===== src/rtl/dcache_miss_responder_if.sv =====
// Miss-request type and the cache/bus signal bundle shared by dcache_miss_responder and its initiators.
package dcache_miss_pkg;
  localparam int CACHE_LINE_WIDTH = 64;

  typedef struct packed {
    logic        valid;
    logic [31:0] addr;
    logic [3:0]  be;
    logic [1:0]  size;
    logic        we;
    logic [31:0] wdata;
    logic        bypass;
  } miss_req_t;

  typedef enum logic {SINGLE_REQ, CACHE_LINE_REQ} req_t;
endpackage

interface dcache_miss_responder_if;
  import dcache_miss_pkg::*;

  miss_req_t   miss_req_i;
  logic        miss_gnt_o;
  logic        resp_valid_o;
  logic [63:0] resp_data_o;
  logic        resp_err_o;
  logic        mem_req_o;
  logic [31:0] mem_addr_o;
  logic        mem_we_o;
  logic [3:0]  mem_be_o;
  logic [31:0] mem_wdata_o;
  logic        mem_gnt_i;
  logic        mem_rvalid_i;
  logic [31:0] mem_rdata_i;

  modport master (
    output miss_req_i, mem_gnt_i, mem_rvalid_i, mem_rdata_i,
    input  miss_gnt_o, resp_valid_o, resp_data_o, resp_err_o,
           mem_req_o, mem_addr_o, mem_we_o, mem_be_o, mem_wdata_o
  );

  modport slave (
    input  miss_req_i, mem_gnt_i, mem_rvalid_i, mem_rdata_i,
    output miss_gnt_o, resp_valid_o, resp_data_o, resp_err_o,
           mem_req_o, mem_addr_o, mem_we_o, mem_be_o, mem_wdata_o
  );
endinterface


===== src/rtl/dcache_miss_responder.sv =====
// Turns dcache miss requests into 32-bit bus beats and returns one assembled response.
// Optional bus-wait timeout with error response: define MISS_RESP_TIMEOUT_EN.
//
// state | meaning
// IDLE  | accepting a miss request (miss_gnt_o follows valid)
// REQ   | address phase on the bus, held until mem_gnt_i
// WAIT  | waiting for mem_rvalid_i of the current beat
// RESP  | one-cycle response pulse to the cache
module dcache_miss_responder
  import dcache_miss_pkg::*;
#(
  parameter int TIMEOUT_CYCLES = 255,
  parameter int LINE_BEATS     = CACHE_LINE_WIDTH / 32
) (
  input logic                   clk_i,
  input logic                   rst_i,
  dcache_miss_responder_if.slave io
);

  typedef enum logic [1:0] {IDLE, REQ, WAIT, RESP} state_t;

  state_t                      state_q, state_d;
  req_t                        kind_q, kind_d;
  logic [29:0]                 waddr_q, waddr_d;
  logic                        we_q, we_d;
  logic [3:0]                  be_q, be_d;
  logic [31:0]                 wdata_q, wdata_d;
  logic                        beat_q, beat_d;
  logic [LINE_BEATS-1:0][31:0] line_q, line_d;
  logic                        last_beat;
  logic                        err_resp;

`ifdef MISS_RESP_TIMEOUT_EN
  localparam int CNT_W = $clog2(TIMEOUT_CYCLES + 1);
  logic [CNT_W-1:0] cnt_q, cnt_d;
  logic             err_q, err_d;
`else
  logic unused_timeout;
  assign unused_timeout = ^TIMEOUT_CYCLES;
`endif

  // Byte enables of an uncached access must match its size and byte offset.
  function automatic logic be_matches(input logic [1:0] size, input logic [1:0] ofs,
                                      input logic [3:0] be);
    logic ok;
    case (size)
      2'd0:    ok = (be == (4'b0001 << ofs));
      2'd1:    ok = (be == (ofs[1] ? 4'b1100 : 4'b0011));
      2'd2:    ok = (be == 4'b1111);
      default: ok = 1'b0;
    endcase
    return ok;
  endfunction

  always_comb begin
    if (!rst_i && state_q == IDLE && io.miss_req_i.valid && io.miss_req_i.bypass)
      assert (be_matches(io.miss_req_i.size, io.miss_req_i.addr[1:0], io.miss_req_i.be));
  end

  assign last_beat = (kind_q == SINGLE_REQ) || (int'(beat_q) == LINE_BEATS - 1);

  always_comb begin
    state_d = state_q;
    kind_d  = kind_q;
    waddr_d = waddr_q;
    we_d    = we_q;
    be_d    = be_q;
    wdata_d = wdata_q;
    beat_d  = beat_q;
    line_d  = line_q;
`ifdef MISS_RESP_TIMEOUT_EN
    cnt_d   = cnt_q;
    err_d   = err_q;
`endif
    case (state_q)
      IDLE: begin
        beat_d = 1'b0;
        if (io.miss_req_i.valid) begin
          state_d = REQ;
          if (io.miss_req_i.bypass) begin
            kind_d  = SINGLE_REQ;
            waddr_d = io.miss_req_i.addr[31:2];
            we_d    = io.miss_req_i.we;
            be_d    = io.miss_req_i.be;
            wdata_d = io.miss_req_i.wdata;
          end else begin
            // Line refills are always full-word reads from the line base.
            kind_d  = CACHE_LINE_REQ;
            waddr_d = {io.miss_req_i.addr[31:3], 1'b0};
            we_d    = 1'b0;
            be_d    = 4'hF;
            wdata_d = '0;
          end
        end
      end
      REQ: begin
        if (io.mem_gnt_i) state_d = WAIT;
      end
      WAIT: begin
        if (io.mem_rvalid_i) begin
          line_d[beat_q] = io.mem_rdata_i;
          if (last_beat) begin
            state_d = RESP;
          end else begin
            beat_d  = beat_q + 1'b1;
            state_d = REQ;
          end
        end
      end
      RESP:    state_d = IDLE;
      default: state_d = IDLE;
    endcase
`ifdef MISS_RESP_TIMEOUT_EN
    if (state_q == IDLE) begin
      cnt_d = '0;
      err_d = 1'b0;
    end else if (state_q == REQ || state_q == WAIT) begin
      if (io.mem_gnt_i || io.mem_rvalid_i) begin
        cnt_d = '0;
      end else if (cnt_q == CNT_W'(TIMEOUT_CYCLES - 1)) begin
        cnt_d   = '0;
        err_d   = 1'b1;
        state_d = RESP;
      end else begin
        cnt_d = cnt_q + 1'b1;
      end
    end
`endif
  end

  always_ff @(posedge clk_i or posedge rst_i) begin
    if (rst_i) begin
      state_q <= IDLE;
      kind_q  <= SINGLE_REQ;
      waddr_q <= '0;
      we_q    <= 1'b0;
      be_q    <= '0;
      wdata_q <= '0;
      beat_q  <= 1'b0;
      line_q  <= '0;
    end else begin
      state_q <= state_d;
      kind_q  <= kind_d;
      waddr_q <= waddr_d;
      we_q    <= we_d;
      be_q    <= be_d;
      wdata_q <= wdata_d;
      beat_q  <= beat_d;
      line_q  <= line_d;
    end
  end

`ifdef MISS_RESP_TIMEOUT_EN
  always_ff @(posedge clk_i or posedge rst_i) begin
    if (rst_i) begin
      cnt_q <= '0;
      err_q <= 1'b0;
    end else begin
      cnt_q <= cnt_d;
      err_q <= err_d;
    end
  end
  assign err_resp = err_q;
`else
  assign err_resp = 1'b0;
`endif

  // Bus and response outputs are forced to zero outside their owning state.
  always_comb begin
    io.miss_gnt_o   = (state_q == IDLE) && io.miss_req_i.valid && !rst_i;
    io.mem_req_o    = (state_q == REQ);
    io.mem_addr_o   = '0;
    io.mem_we_o     = 1'b0;
    io.mem_be_o     = '0;
    io.mem_wdata_o  = '0;
    io.resp_valid_o = (state_q == RESP);
    io.resp_data_o  = '0;
    io.resp_err_o   = 1'b0;
    if (state_q == REQ) begin
      io.mem_addr_o  = {waddr_q[29:1], waddr_q[0] | beat_q, 2'b00};
      io.mem_we_o    = we_q;
      io.mem_be_o    = be_q;
      io.mem_wdata_o = wdata_q;
    end
    if (state_q == RESP) begin
      io.resp_err_o = err_resp;
      if (err_resp)
        io.resp_data_o = '0;
      else if (kind_q == CACHE_LINE_REQ)
        io.resp_data_o = line_q;
      else if (we_q)
        io.resp_data_o = '0;
      else
        io.resp_data_o = {32'h0, line_q[0]};
    end
  end

endmodule


===== src/flat_wrapper.sv =====
// flat-port wrapper written by rule: the top's interface ports become plain ports
module dcache_miss_responder_flat import dcache_miss_pkg::*;
#(
  parameter int TIMEOUT_CYCLES = 255,
  parameter int LINE_BEATS     = CACHE_LINE_WIDTH / 32
)
  (clk_i, rst_i, io_miss_req_i, io_mem_gnt_i, io_mem_rvalid_i, io_mem_rdata_i, io_miss_gnt_o, io_resp_valid_o, io_resp_data_o, io_resp_err_o, io_mem_req_o, io_mem_addr_o, io_mem_we_o, io_mem_be_o, io_mem_wdata_o);
  dcache_miss_responder_if io_i ();
  input logic clk_i;
  input logic rst_i;
  input wire logic [$bits(io_i.miss_req_i)-1:0] io_miss_req_i;
  input wire logic [$bits(io_i.mem_gnt_i)-1:0] io_mem_gnt_i;
  input wire logic [$bits(io_i.mem_rvalid_i)-1:0] io_mem_rvalid_i;
  input wire logic [$bits(io_i.mem_rdata_i)-1:0] io_mem_rdata_i;
  output wire logic [$bits(io_i.miss_gnt_o)-1:0] io_miss_gnt_o;
  output wire logic [$bits(io_i.resp_valid_o)-1:0] io_resp_valid_o;
  output wire logic [$bits(io_i.resp_data_o)-1:0] io_resp_data_o;
  output wire logic [$bits(io_i.resp_err_o)-1:0] io_resp_err_o;
  output wire logic [$bits(io_i.mem_req_o)-1:0] io_mem_req_o;
  output wire logic [$bits(io_i.mem_addr_o)-1:0] io_mem_addr_o;
  output wire logic [$bits(io_i.mem_we_o)-1:0] io_mem_we_o;
  output wire logic [$bits(io_i.mem_be_o)-1:0] io_mem_be_o;
  output wire logic [$bits(io_i.mem_wdata_o)-1:0] io_mem_wdata_o;
  assign io_i.miss_req_i = io_miss_req_i;
  assign io_i.mem_gnt_i = io_mem_gnt_i;
  assign io_i.mem_rvalid_i = io_mem_rvalid_i;
  assign io_i.mem_rdata_i = io_mem_rdata_i;
  assign io_miss_gnt_o = io_i.miss_gnt_o;
  assign io_resp_valid_o = io_i.resp_valid_o;
  assign io_resp_data_o = io_i.resp_data_o;
  assign io_resp_err_o = io_i.resp_err_o;
  assign io_mem_req_o = io_i.mem_req_o;
  assign io_mem_addr_o = io_i.mem_addr_o;
  assign io_mem_we_o = io_i.mem_we_o;
  assign io_mem_be_o = io_i.mem_be_o;
  assign io_mem_wdata_o = io_i.mem_wdata_o;
  dcache_miss_responder #(.TIMEOUT_CYCLES(TIMEOUT_CYCLES), .LINE_BEATS(LINE_BEATS)) u_core (.clk_i(clk_i), .rst_i(rst_i), .io(io_i));
endmodule

===== config.mk =====
export PLATFORM = sky130hd
export DESIGN_NAME = dcache_miss_responder_flat
export DESIGN_NICKNAME = d
export VERILOG_FILES = /design/src/rtl/dcache_miss_responder_if.sv /design/src/rtl/dcache_miss_responder.sv /design/src/flat_wrapper.sv
export SDC_FILE = /design/constraint.sdc
export NUM_CORES = 1
export LEC_CHECK = 0
export BUFFER_PORTS_ARGS = -buffer_cell sky130_fd_sc_hd__buf_2
export CAP_MARGIN = 40
export CORE_AREA = 5 5 134 136
export DETAILED_ROUTE_END_ITERATION = 8
export DIE_AREA = 0 0 139 141
export PLACE_DENSITY = 0.8
export RECOVER_POWER = 25
export REMOVE_ABC_BUFFERS = 1
export SLEW_MARGIN = 20
export SYNTH_ARGS = -nofsm -noshare
export SYNTH_HDL_FRONTEND = slang
export SYNTH_SLANG_ARGS = --single-unit

===== constraint.sdc =====
create_clock -name clk_i -period 4 [get_ports clk_i]
set_input_delay 0.2 -clock clk_i [delete_from_list [all_inputs] [get_ports clk_i]]
set_output_delay 0.2 -clock clk_i [all_outputs]
set_load 0.005 [all_outputs]

==> summary.txt, run 1 <==
Outcome
  • Status: complete, but fails checks
  • Failing checks: max-capacitance violations, max-slew violations

Placement
  • HPWL after detailed placement: 11,400 um
  • GP Congestion: 0.799
  • Port bufs: 238
  • DP Area: 7840 um^2
  • Pre-CTS setup slack: 1.75 ns
  • Placed Instances: 965

Layout
  • Area growth syn-to-layout: 30.1%
  • N_diodes: 0
  • Share of cells above drive strength 1: 49.0%
  • Non-Filler Instances: 1,004
  • NumNets Final: 875
  • Final Cell Area: 8470 um^2

Min path
  • WHS Path Cells: 2
  • Hold EP: u_core.waddr_q[21]
  • Worst min path class: in2reg
  • HP Start: io_miss_req_i[63]

Synth
  • Cells after synthesis: 532
  • Post-synthesis cell type count: 30
  • Post-synth top area cell: dfrtp_1
  • Main combinational cell family by area after synthesis: multiplexers
  • #FFs+latches synth: 135
  • Ranking of synthesized cells by area: dfrtp_1 (52%), mux2_2 (11%), and2_1 (9.5%), mux2_4 (6.9%), mux2i_1 (5.4%)
  • Register area share after synthesis: 51.9%
  • Mux cell area share after synthesis: 23.9%
  • Post-Synthesis Cell Area: 6510 um^2
  • Synth warn: 0
  • Synth Area in Simple Gates: 17.2%
  • Post-synthesis adder-cell area fraction: 0%
  • Synth Area in XOR/XNOR: 0%
  • Synth top area share: 51.9%
  • Average size of a mapped cell: 12.2 um^2
  • Compound-Gate Fraction of Synth Area: 0.557%

Clock network
  • Clk_lat worst skew: 0.41 ns
  • Hold Buf Count CTS: 5
  • Number of buffers created by CTS: 17
  • Root buffer cell: clkbuf_16
  • CTS max path bufs: 2
  • Post_cts resized: 0
  • H-tree levels: 4
  • CTS sink cnt: 135
  • CTS tree: built
  • Setup bufs post-CTS: 0
  • Clock-pin transition on the worst setup and hold timing paths: 0.06 ns

Floorplanning
  • Initial Util: 38.7%
  • Die Height: 141 um
  • Core Area: 16,800 um^2
  • Die W: 139 um
  • Rows: 48
  • I/O pin cnt: 246
  • Die area: 19,600 um^2

Critical path
  • Path depth of the worst reg2reg path: 3
  • Critical-path maximum fanout: 66
  • Reg2reg end: u_core.waddr_q[23]
  • Startpoint types: primary input
  • WP data arrival: 2.48 ns
  • Required @ worst endpoint: 4.21 ns
  • R2R setup slack: 2.03 ns
  • Crit Path Class: in2async
  • Worst setup EP type: async pin
  • RR Startpoint: u_core.state_q[1]

Drt
  • Routed vias/inst: 4.68
  • DR pass1 iterations: 5
  • DR iter-0 viols: 242
  • Final WL: 16,300 um
  • Vias: 4,701
  • Drt drc: 0
  • WL per Instance: 16.2 um
  • Post-route ant nets: 0

Timing
  • Setup tns final: 0 ns
  • Fmax: 440 MHz
  • Fin crit share: 56.9%
  • Skew final: 0.0106 ns
  • Final setup viols: 0
  • RSZ-0062 raised after global routing: false
  • Worst slew pin tran: 1.67 ns
  • Relative max-transition margin: -11.3%
  • Slew Limit Fails: 67
  • Fin worst setup slack: 1.72 ns
  • Fin crit period: 2.28 ns
  • Final Hold Viols: 0

Power
  • Pleak: 4.40 nW
  • Power after layout: 5.86 mW
  • Clock power frac: 25.6%
  • Worst ir drop on vdd: 0.351 mV
  • Comb power frac: 35.0%
  • Sw frac: 30.8%
  • Switching power: 1.81 mW
  • Sequential power share: 39.4%
  • Pint: 4.06 mW
  • Power Density: 692 nW/um^2

Job
  • Max cap viols: 1

Global route
  • Met3 usage: 4.65%
  • Met1 Track Usage GR: 20.0%
  • Busiest grt layer: met2
  • Vias in the first global route: 5,138
  • Initial antenna violation count: 0
  • Largest net degree at the start of global routing: 67
  • M2 GR Usage: 29.1%
  • Total GRT Usage: 16.9%
  • Total gr overflow: 0
  • First-pass GRT wire length: 26,500 um
[cell type report]
type                            count  area, um^2
Clock inverter                     13         119
Clock buffer                       19         453
Fill cell                        1492        8340
Sequential cell                   135        3380
Tap cell                          225         282
Timing Repair Buffer              254        1360
Multi-Input combinational cell    320        2730
Inverter                           38         148
[power groups by stage]
| stage | clock, mW | combinational (mW) | sequential (mW) |
|---|---|---|---|
| floorplan | 0 | 1.39 | 2.21 |
| global placement | 0 | 1.98 | 2.28 |
| detailed placement | 0 | 2.07 | 2.32 |
| CTS | 1.55 | 2.08 | 2.31 |
| global route | 1.62 | 2.25 | 2.39 |
| finish | 1.50 | 2.05 | 2.31 |
[worst max-delay path, stage by stage]
cell and delay (ns):
dlygate4sd3_1 0.53, clkbuf_1 0.14, inv_6 0.28, clkbuf_2 1.28
[Yosys cell counts]
library cell / count
o21a_1: 1
mux2_1: 2
conb_1: 1
a22o_1: 1
buf_12: 3
mux2_2: 65
buf_4: 8
and3_1: 1
dfrtp_1: 135
o22a_2: 1
mux2_4: 30
nor2b_1: 2
nand2b_1: 4
a32o_1: 1
mux2i_1: 35
and3b_1: 1
and2b_1: 1
and2_1: 99
and4bb_1: 1
nor3b_2: 1
clkbuf_2: 1
buf_6: 5
or2_2: 1
inv_1: 38
nand3b_1: 1
nor3b_1: 32
nand4b_4: 1
nand2_1: 36
clkbuf_1: 17
buf_2: 7
[metrics by stage]
step | util [%] | hold slack [ns]
2_1_floorplan | - | 0.293
3_3_place_gp | 46.2 | 0.432
3_5_place_dp | 46.6 | 0.228
4_1_cts | 50.3 | 0.00197
5_1_grt | 50.4 | 0.000825
6_report | 50.4 | 0.0231
[state kept, by name, indices dropped and copies added, names as in the netlist]
name	flops
u_core.be_q	4
u_core.beat_q	1
u_core.kind_q	1
u_core.line_q	64
u_core.state_q	2
u_core.waddr_q	30
u_core.wdata_q	32
u_core.we_q	1
[logic make-up (layout without fill, tap and decap cells)]
kind of cell    count (synthesis)  after routing
simple gates                  181            181
buf+inv                        79            324
other cells                     1              3
flops                         135            135
mux                           132            132
compound gates                  4              4
[cells in the final DEF (no fill, tap or decap), types with 2 or more instances in the layout]
cell	n
mux2_1	2
conb_1	3
clkinv_2	4
buf_4	6
and2_1	99
dlygate4sd3_1	6
inv_1	37
inv_6	5
buf_2	237
mux2i_1	35
nand2_1	36
clkbuf_8	2
dfrtp_1	135
nand2b_1	4
clkbuf_16	17
nor3b_1	32
mux2_4	30
mux2_2	65
clkinv_4	3
[worst max-delay path by stage]
stage | startpoint | endpoint | slack, ns | cells after the start
detailed placement | u_core.state_q[0] | u_core.line_q[10] | 1.75 | 3
floorplan | u_core.state_q[1] | u_core.be_q[0] | -0.37 | 2
CTS | u_core.state_q[1] | io_resp_data_o[54] | 1.74 | 4
global route | rst_i | u_core.wdata_q[21] | 1.24 | 4
global placement | u_core.state_q[0] | u_core.line_q[28] | 1.76 | 3
finish | rst_i | u_core.wdata_q[21] | 1.72 | 4
[metal layers]
layer  part of all wire [%]  up-vias
met5                      0        -
met4                    3.0        0
met3                    4.5       35
met2                     51      138
met1                     42     2325
li1                       -     2203
Power figures use the tool's default switching activity.
==> inputs of run 2 (changes only) <==
--- a/config.mk
+++ b/config.mk
@@ -5,12 +5,13 @@
 export SDC_FILE = /design/constraint.sdc
 export NUM_CORES = 1
 export LEC_CHECK = 0
+export ABC_AREA = 1
 export BUFFER_PORTS_ARGS = -buffer_cell sky130_fd_sc_hd__buf_2
 export CAP_MARGIN = 40
-export CORE_AREA = 5 5 134 136
+export CORE_AREA = 5 5 130 132
 export DETAILED_ROUTE_END_ITERATION = 8
-export DIE_AREA = 0 0 139 141
-export PLACE_DENSITY = 0.8
+export DIE_AREA = 0 0 135 137
+export PLACE_DENSITY = 0.78
 export RECOVER_POWER = 25
 export REMOVE_ABC_BUFFERS = 1
 export SLEW_MARGIN = 20
==> constraint.sdc (replaced) <==
create_clock -name clk_i -period 2.4 [get_ports clk_i]
set_input_delay 0.12 -clock clk_i [delete_from_list [all_inputs] [get_ports clk_i]]
set_output_delay 0.12 -clock clk_i [all_outputs]
set_load 0.005 [all_outputs]
==> run 2 against run 1 <==
  * The flow now finishes without violations
  * Critical endpoint is now io_mem_wdata_o[13]
  * Die area down 5.6%
  * Clock power up 84%
  * Flip-flop and latch count did not move
  * Critical path type is now reg2out
==> summary.txt, run 2 <==
Outcome
  • Status: complete, no violations

Clock network
  • Clk_lat worst skew: 0.41 ns (about the same)
  • CTS max path bufs: 2 (unchanged)
  • CTS sink cnt: 135 (unchanged)
  • Post_cts resized: 0 (unchanged)
  • CTS tree: built
  • H-tree levels: 4 (unchanged)
  • Clock-pin transition on the worst setup and hold timing paths: 0.06 ns (about the same)
  • Root buffer cell: clkbuf_16
  • Number of buffers created by CTS: 17 (unchanged)

Synth
  • Post-synth top area cell: dfrtp_1
  • #FFs+latches synth: 135 (unchanged)
  • Mux cell area share after synthesis: 0% (-24 points)
  • Synth Area in Simple Gates: 22.4% (+5.2 points)
  • Count leader, synth: nand2_1
  • Synth Area in XOR/XNOR: 0% (unchanged)
  • Post-synthesis adder-cell area fraction: 0% (unchanged)
  • EDFF count, synth: 0 (unchanged)
  • Compound-Gate Fraction of Synth Area: 11.2% (+11 points)
  • Main combinational cell family by area after synthesis: simple AND/OR/NAND/NOR gates
  • Register area share after synthesis: 55.8% (+3.9 points)
  • Ranking of synthesized cells by area: dfrtp_1 (56%), nand2_1 (13%), nor2_1 (8.5%), inv_1 (6.5%), o21ai_1 (5.6%)
  • Synth warn: 0 (unchanged)
  • Cells after synthesis: 781 (+47%)
  • Async SR Flop Fraction: 100% (unchanged)
  • Synth top area share: 55.8% (+3.9 points)
  • Top cells by instance count after synthesis: nand2_1 (204), nor2_1 (138), dfrtp_1 (135)
  • Post-synthesis cell type count: 20 (-33%)
  • Prevailing post-synth register cell: dfrtp_1
  • Average size of a mapped cell: 7.76 um^2 (-37%)
  • Post-Synthesis Cell Area: 6060 um^2 (-7.0%)

Power
  • Sequential power share: 37.2% (-2.2 points)
  • Pint: 6.32 mW (+56%)
  • Switching power: 3.58 mW (+98%)
  • Sw frac: 36.2% (+5.4 points)
  • Power after layout: 9.90 mW (+69%)
  • Power Density: 1090 nW/um^2 (+58%)
  • Clock power frac: 27.9% (+2.3 points)
  • Pleak: 4.90 nW (+11%)
  • Comb power frac: 35.0% (about the same)
  • Worst ir drop on vdd: 0.643 mV (+83%)

Floorplanning
  • I/O pin cnt: 246 (unchanged)
  • Rows: 46 (-4.2%)
  • Die W: 135 um (-2.9%)
  • Die Height: 137 um (-2.8%)
  • Initial Util: 38.8% (+0.11 points)
  • Core Area: 15,600 um^2 (-7.2%)
  • Die area: 18,500 um^2 (-5.6%)

Placement
  • DP Area: 7470 um^2 (-4.6%)
  • Port bufs: 238 (unchanged)
  • HPWL after detailed placement: 11,700 um (+2.3%)
  • GP Congestion: 0.769 (-3.7%)

Critical path
  • Critical-path maximum fanout: 28 (-58%)
  • RR Startpoint: u_core.state_q[0]
  • Crit path from: u_core.state_q[0]
  • WP data arrival: 1.98 ns (-0.50 ns)
  • Setup crit end: io_mem_wdata_o[13]
  • Startpoint types: flop
  • Reg2reg end: u_core.state_q[1]
  • CP cell instances: nand2_2 > buf_4 > nor2_1 > buf_2
  • Path depth of the worst reg2reg path: 4 (+1)
  • Required @ worst endpoint: 2.28 ns (-1.93 ns)
  • Worst setup EP type: output pin
  • R2R setup slack: 0.80 ns (-1.23 ns)
  • Critical Path Max Stage Delay: 0.51 ns (-0.77 ns)
  • Crit Path Class: reg2out
  • CP max stage cell: dfrtp_1

Layout
  • Share of cells above drive strength 1: 26.4% (-23 points)
  • Biggest regs: u_core.line_q (64), u_core.wdata_q (32), u_core.waddr_q (30)
  • Final Cell Area: 9080 um^2 (+7.2%)
  • Biggest register: u_core.line_q
  • N_diodes: 0 (unchanged)
  • Commonest non-fill, non-tap cell in the layout: buf_2
  • Max reg flops: 64 (unchanged)
  • Final design utilization: 58.2% (+7.8 points)
  • Commonest non-fill, non-tap cells in the layout: buf_2 (237), nand2_1 (203), nor2_1 (137), dfrtp_1 (135), inv_1 (104)
  • Area growth syn-to-layout: 49.8%
  • NumNets Final: 1,212 (+39%)

Global route
  • Total GRT Usage: 21.7% (+4.8 points)
  • Initial antenna violation count: 0 (unchanged)
  • Total gr overflow: 0 (unchanged)
  • Met1 Track Usage GR: 27.6% (+7.6 points)
  • Busiest grt layer: met2
  • M2 GR Usage: 34.9% (+5.8 points)
  • Vias in the first global route: 6,239 (+21%)
  • Met3 usage: 7.43% (+2.8 points)
  • First-pass GRT wire length: 31,700 um (+20%)
  • Largest net degree at the start of global routing: 101 (+51%)

Timing
  • Final Hold Viols: 0 (unchanged)
  • Final setup viols: 0 (unchanged)
  • Fin crit period: 2.10 ns
  • Slew Limit Fails: 0 (-100%)
  • Relative max-transition margin: 11.4% (+23 points)
  • Fin crit share: 87.5%
  • RSZ-0062 raised after global routing: false
  • Worst slew pin tran: 1.33 ns (-0.342 ns)
  • Fmax: 476 MHz
  • Hold_ws: 0.0212 ns (-0.00186 ns)
  • Skew final: 0.00335 ns (-0.00723 ns)

Drt
  • Final WL: 20,100 um (+23%)
  • Vias: 6,333 (+35%)
  • WL per Instance: 15.1 um (-7.0%)
  • Drt drc: 0 (unchanged)
  • Routed vias/inst: 4.76 (+1.6%)
  • Post-route ant nets: 0 (unchanged)
  • DR pass1 iterations: 5 (unchanged)
  • DR iter-0 viols: 411 (+70%)

Job
  • Max cap viols: 0 (-1)

Min path
  • Worst min path class: in2reg
run 2: final cells by class:
type / count / area (um^2)
sequential: 135 / 3380
clock buffer: 19 / 453
timing repair buffer: 350 / 2340
clock inverter: 12 / 176
inverter: 108 / 409
fill: 1250 / 6520
multi-input combinational: 491 / 2050
tap: 216 / 270
run 2: cell families after synthesis:
logic type	Yosys count
AND/OR/NAND/NOR	352
other	1
AO/OA/AOI/OAI	136
buffers and inverters	157
flip-flops	135
run 2: metrics by stage:
step | setup TNS (ns) | std cells | setup slack [ns]
6_report | 0 | 1331 | 0.299
4_1_cts | 0 | 1331 | 0.326
3_5_place_dp | 0 | 1201 | 0.771
5_1_grt | 0 | 1331 | 0.128
2_1_floorplan | -179.70 | 734 | -1.33
3_3_place_gp | 0 | 1201 | 0.794
run 2: critical path: cells and delay by family, from the launching register on:
| family | cells | cell delay, ns |
|---|---|---|
| AND/OR/NAND/NOR | 2 | 0.58 |
| flip-flops | 1 | 0.51 |
| buffers and inverters | 2 | 0.47 |
run 2: worst min-delay path by stage:
stage                     depth (start not counted)  slack, ns               start                 to
final                                             3       0.02  io_mem_rdata_i[13]  u_core.line_q[13]
after global routing                              3       0.01  io_mem_rdata_i[13]  u_core.line_q[45]
after CTS                                         3      0.003  io_mem_rdata_i[13]  u_core.line_q[13]
after detailed placement                          2       0.25               rst_i     u_core.be_q[3]
after global placement                            2       0.24               rst_i     u_core.be_q[3]
after floorplan                                   2       0.23   io_miss_req_i[42]  u_core.waddr_q[0]
run 2: power groups by stage:
stage                     combinational, mW  clock, mW  sequential, mW
final                                  3.46       2.76            3.68
after global routing                   3.89       2.92            3.78
after CTS                              3.37       2.81            3.65
after detailed placement               3.23          0            3.68
after global placement                 3.15          0            3.64
after floorplan                        1.88          0            3.59
run 2: routing by layer:
layer  up-vias  wire length (um)
met5         -                 0
met1      2906              8190
met2       396              9270
met4         0               407
li1       2997                 -
met3        34              2220
run 2: timing repair:
item / in CTS / in global routing
hold buffers: 99 / 0
endpoints found under the hold margin: 186 / 0
setup buffers: 0 / 0
==> inputs of run 3 (changes only) <==
--- a/config.mk
+++ b/config.mk
@@ -8,9 +8,9 @@
 export ABC_AREA = 1
 export BUFFER_PORTS_ARGS = -buffer_cell sky130_fd_sc_hd__buf_2
 export CAP_MARGIN = 40
-export CORE_AREA = 5 5 130 132
+export CORE_AREA = 2 2 127 129
 export DETAILED_ROUTE_END_ITERATION = 8
-export DIE_AREA = 0 0 135 137
+export DIE_AREA = 0 0 129 131
 export PLACE_DENSITY = 0.78
 export RECOVER_POWER = 25
 export REMOVE_ABC_BUFFERS = 1
==> constraint.sdc (replaced) <==
create_clock -name clk_i -period 2.3 [get_ports clk_i]
set_input_delay 0.115 -clock clk_i [delete_from_list [all_inputs] [get_ports clk_i]]
set_output_delay 0.115 -clock clk_i [all_outputs]
set_load 0.005 [all_outputs]
==> run 3 against run 2 <==
  * Count of clock-buffer cells in the layout is 1 higher
  * Sequential share of layout area is 0.30 points lower
  * Global-route usage is 0.52 points higher
  * Total power is 6.5% higher
  * Combinational power is 5% higher
  * Utilization is 0.47 points higher
  * Critical path type unchanged
  * Largest power group unchanged
==> summary.txt, run 3 (synthesized netlist as in run 2, its figures left out) <==
Critical path
  • CP max stage cell: dfrtp_1
  • Worst setup EP type: output pin
  • CP cell instances: nand2_2 > buf_12 > nor2_1 > buf_2
  • Critical Path Max Stage Delay: 0.49 ns (-0.02 ns)
  • Crit path from: u_core.state_q[0]
  • Required @ worst endpoint: 2.18 ns (-0.10 ns)
  • Startpoint types: flop
  • WP buf/inv: 2 (unchanged)
  • Crit path max-delay family: simple AND/OR/NAND/NOR gates
  • Critical-path maximum fanout: 26 (-7.1%)
  • WP data arrival: 1.92 ns (-0.06 ns)
  • RR Startpoint: u_core.state_q[0]
  • Crit Path Class: reg2out

Timing
  • Relative max-transition margin: 27.1% (+16 points)
  • Worst slew pin tran: 1.09 ns (-0.236 ns)
  • Hold_ws: 0.0476 ns (+0.0264 ns)
  • Fin crit period: 2.03 ns
  • RSZ-0062 raised after global routing: false
  • Slew Limit Fails: 0 (unchanged)
  • Fin crit share: 88.3%
  • Final setup viols: 0 (unchanged)
  • Final Hold Viols: 0 (unchanged)
  • Fmax: 492 MHz
  • Skew final: 0.00679 ns (+0.00344 ns)

Layout
  • Fill cells: 1,260 (+0.80%)
  • Non-Filler Instances: 1,334 (+0.23%)
  • Biggest register: u_core.line_q
  • Area growth syn-to-layout: 51.1%
  • NumNets Final: 1,214 (+0.17%)
  • Max reg flops: 64 (unchanged)
  • Share of cells above drive strength 1: 26.2% (-0.16 points)
  • Commonest non-fill, non-tap cell in the layout: buf_2
  • Biggest regs: u_core.line_q (64), u_core.wdata_q (32), u_core.waddr_q (30)
  • N_diodes: 0 (unchanged)
  • Commonest non-fill, non-tap cells in the layout: buf_2 (237), nand2_1 (203), nor2_1 (137), dfrtp_1 (135), inv_1 (104)

Power
  • Pint: 6.82 mW (+7.8%)
  • Clock power frac: 29.3% (+1.4 points)
  • Power after layout: 10.5 mW (+6.5%)
  • Pleak: 4.93 nW (+0.64%)
  • Comb power frac: 34.5% (-0.5 points)
  • Worst ir drop on vdd: 0.568 mV (-12%)
  • Sw frac: 35.4% (-0.80 points)
  • Power Density: 1150 nW/um^2 (+5.7%)
  • Switching power: 3.73 mW (+4.2%)
  • Sequential power share: 36.2% (-1.0 points)

Global route
  • Initial antenna violation count: 0 (unchanged)
  • Total GRT Usage: 22.2% (+0.52 points)
  • Largest net degree at the start of global routing: 65 (-36%)
  • Total gr overflow: 0 (unchanged)
  • Vias in the first global route: 6,079 (-2.6%)
  • First-pass GRT wire length: 29,300 um (-7.6%)

Clock network
  • CTS tree: built
  • Number of buffers created by CTS: 17 (unchanged)
  • Clk_lat worst skew: 0.42 ns (about the same)
  • H-tree levels: 4 (unchanged)
  • Root buffer cell: clkbuf_16
  • CTS max path bufs: 2 (unchanged)
  • CTS sink cnt: 135 (unchanged)
  • Post_cts resized: 0 (unchanged)
  • Clock-pin transition on the worst setup and hold timing paths: 0.06 ns (about the same)

Placement
  • Placed Instances: 1,201 (unchanged)
  • Port bufs: 238 (unchanged)
  • GP Congestion: 0.756 (-1.8%)
  • HPWL after detailed placement: 10,800 um (-7.3%)

Job
  • Max cap viols: 0 (unchanged)

Drt
  • DR iter-0 viols: 379 (-7.8%)
  • Routed vias/inst: 4.77 (+0.15%)
  • DR pass1 iterations: 7 (+2)
  • Final WL: 18,700 um (-6.7%)
  • Post-route ant nets: 0 (unchanged)
  • WL per Instance: 14.0 um (-6.9%)
  • Drt drc: 0 (unchanged)
  • Vias: 6,357 (+0.38%)

Floorplanning
  • Initial Util: 38.8% (unchanged)
  • Rows: 46 (unchanged)
  • I/O pin cnt: 246 (unchanged)
  • Die area: 16,900 um^2 (-8.6%)
  • Die Height: 131 um (-4.4%)
  • Die W: 129 um (-4.4%)
  • Core Area: 15,600 um^2 (unchanged)

Outcome
  • Status: complete, no violations

Min path
  • Worst min path class: in2reg
  • HP Start: io_miss_req_i[72]
==> run 3: changes by cell type in the layout (fill, tap and decap cells not counted), sizes merged <==
cell / delta
bufinv: +2
dlygate4sd3: +2
buf: +1
clkinv: -1
clkinvlp: -1
==> run 3: final timing paths <==
kind | cells past startpoint | slack, ns | to
max | 4 | 0.27 | io_mem_wdata_o[22]
min | 4 | 0.05 | u_core.waddr_q[0]
max reg2reg | 4 | 0.74 | u_core.state_q[1]
min reg2reg | 2 | 0.49 | u_core.line_q[43]
max in group asynchronous | 4 | 0.86 | u_core.line_q[28]
min in group asynchronous | 3 | 0.54 | u_core.waddr_q[0]
==> run 3: repair_timing <==
| action | 4_1_cts | 5_1_grt |
|---|---|---|
| hold endpoints to repair | 180 | 0 |
| setup buffers | 0 | 0 |
| hold buffers | 101 | 0 |
==> run 3: power by group through the flow <==
| stage | clock (mW) | sequential [mW] | combinational [mW] |
|---|---|---|---|
| finish | 3.09 | 3.82 | 3.64 |
| global route | 3.25 | 3.91 | 4.12 |
| CTS | 3.16 | 3.79 | 3.54 |
| detailed placement | 0 | 3.82 | 3.40 |
| global placement | 0 | 3.78 | 3.32 |
| floorplan | 0 | 3.75 | 1.97 |
==> run 3: through the flow <==
step	TNS (ns)	area, um^2	util (%)	worst slack (ns)
CTS	0	9160	58.7	0.275
finish	0	9150	58.7	0.269
floorplan	-192.52	5830	-	-1.43
global route	0	9150	58.7	0.129
global placement	0	7470	47.9	0.759
detailed placement	0	7470	47.9	0.743
==> run 3: area by class of cell <==
class / instances / area, um^2 / share of cell area, %
clock buffer: 20 / 447 / 4.88
inverter: 108 / 409 / 4.47
clock inverter: 12 / 224 / 2.45
multi-input combinational: 491 / 2050 / 22.4
timing repair buffer: 352 / 2370 / 25.9
tap: 216 / 270 / 2.95
sequential: 135 / 3380 / 36.9
==> run 3: per-layer routing <==
layer	up-vias	share of wire, %	global-route usage, %
li1	3004	-	-
met1	2934	39	26.6
met2	379	49	38.0
met3	40	9.6	6.11
met4	0	2.3	9.27
met5	-	0	0
==> run 3: worst min-delay path: stages <==
cell	delay, ns
buf_2	0.10
nand2_2	0.09
nand2_1	0.07
nand2_1	0.05
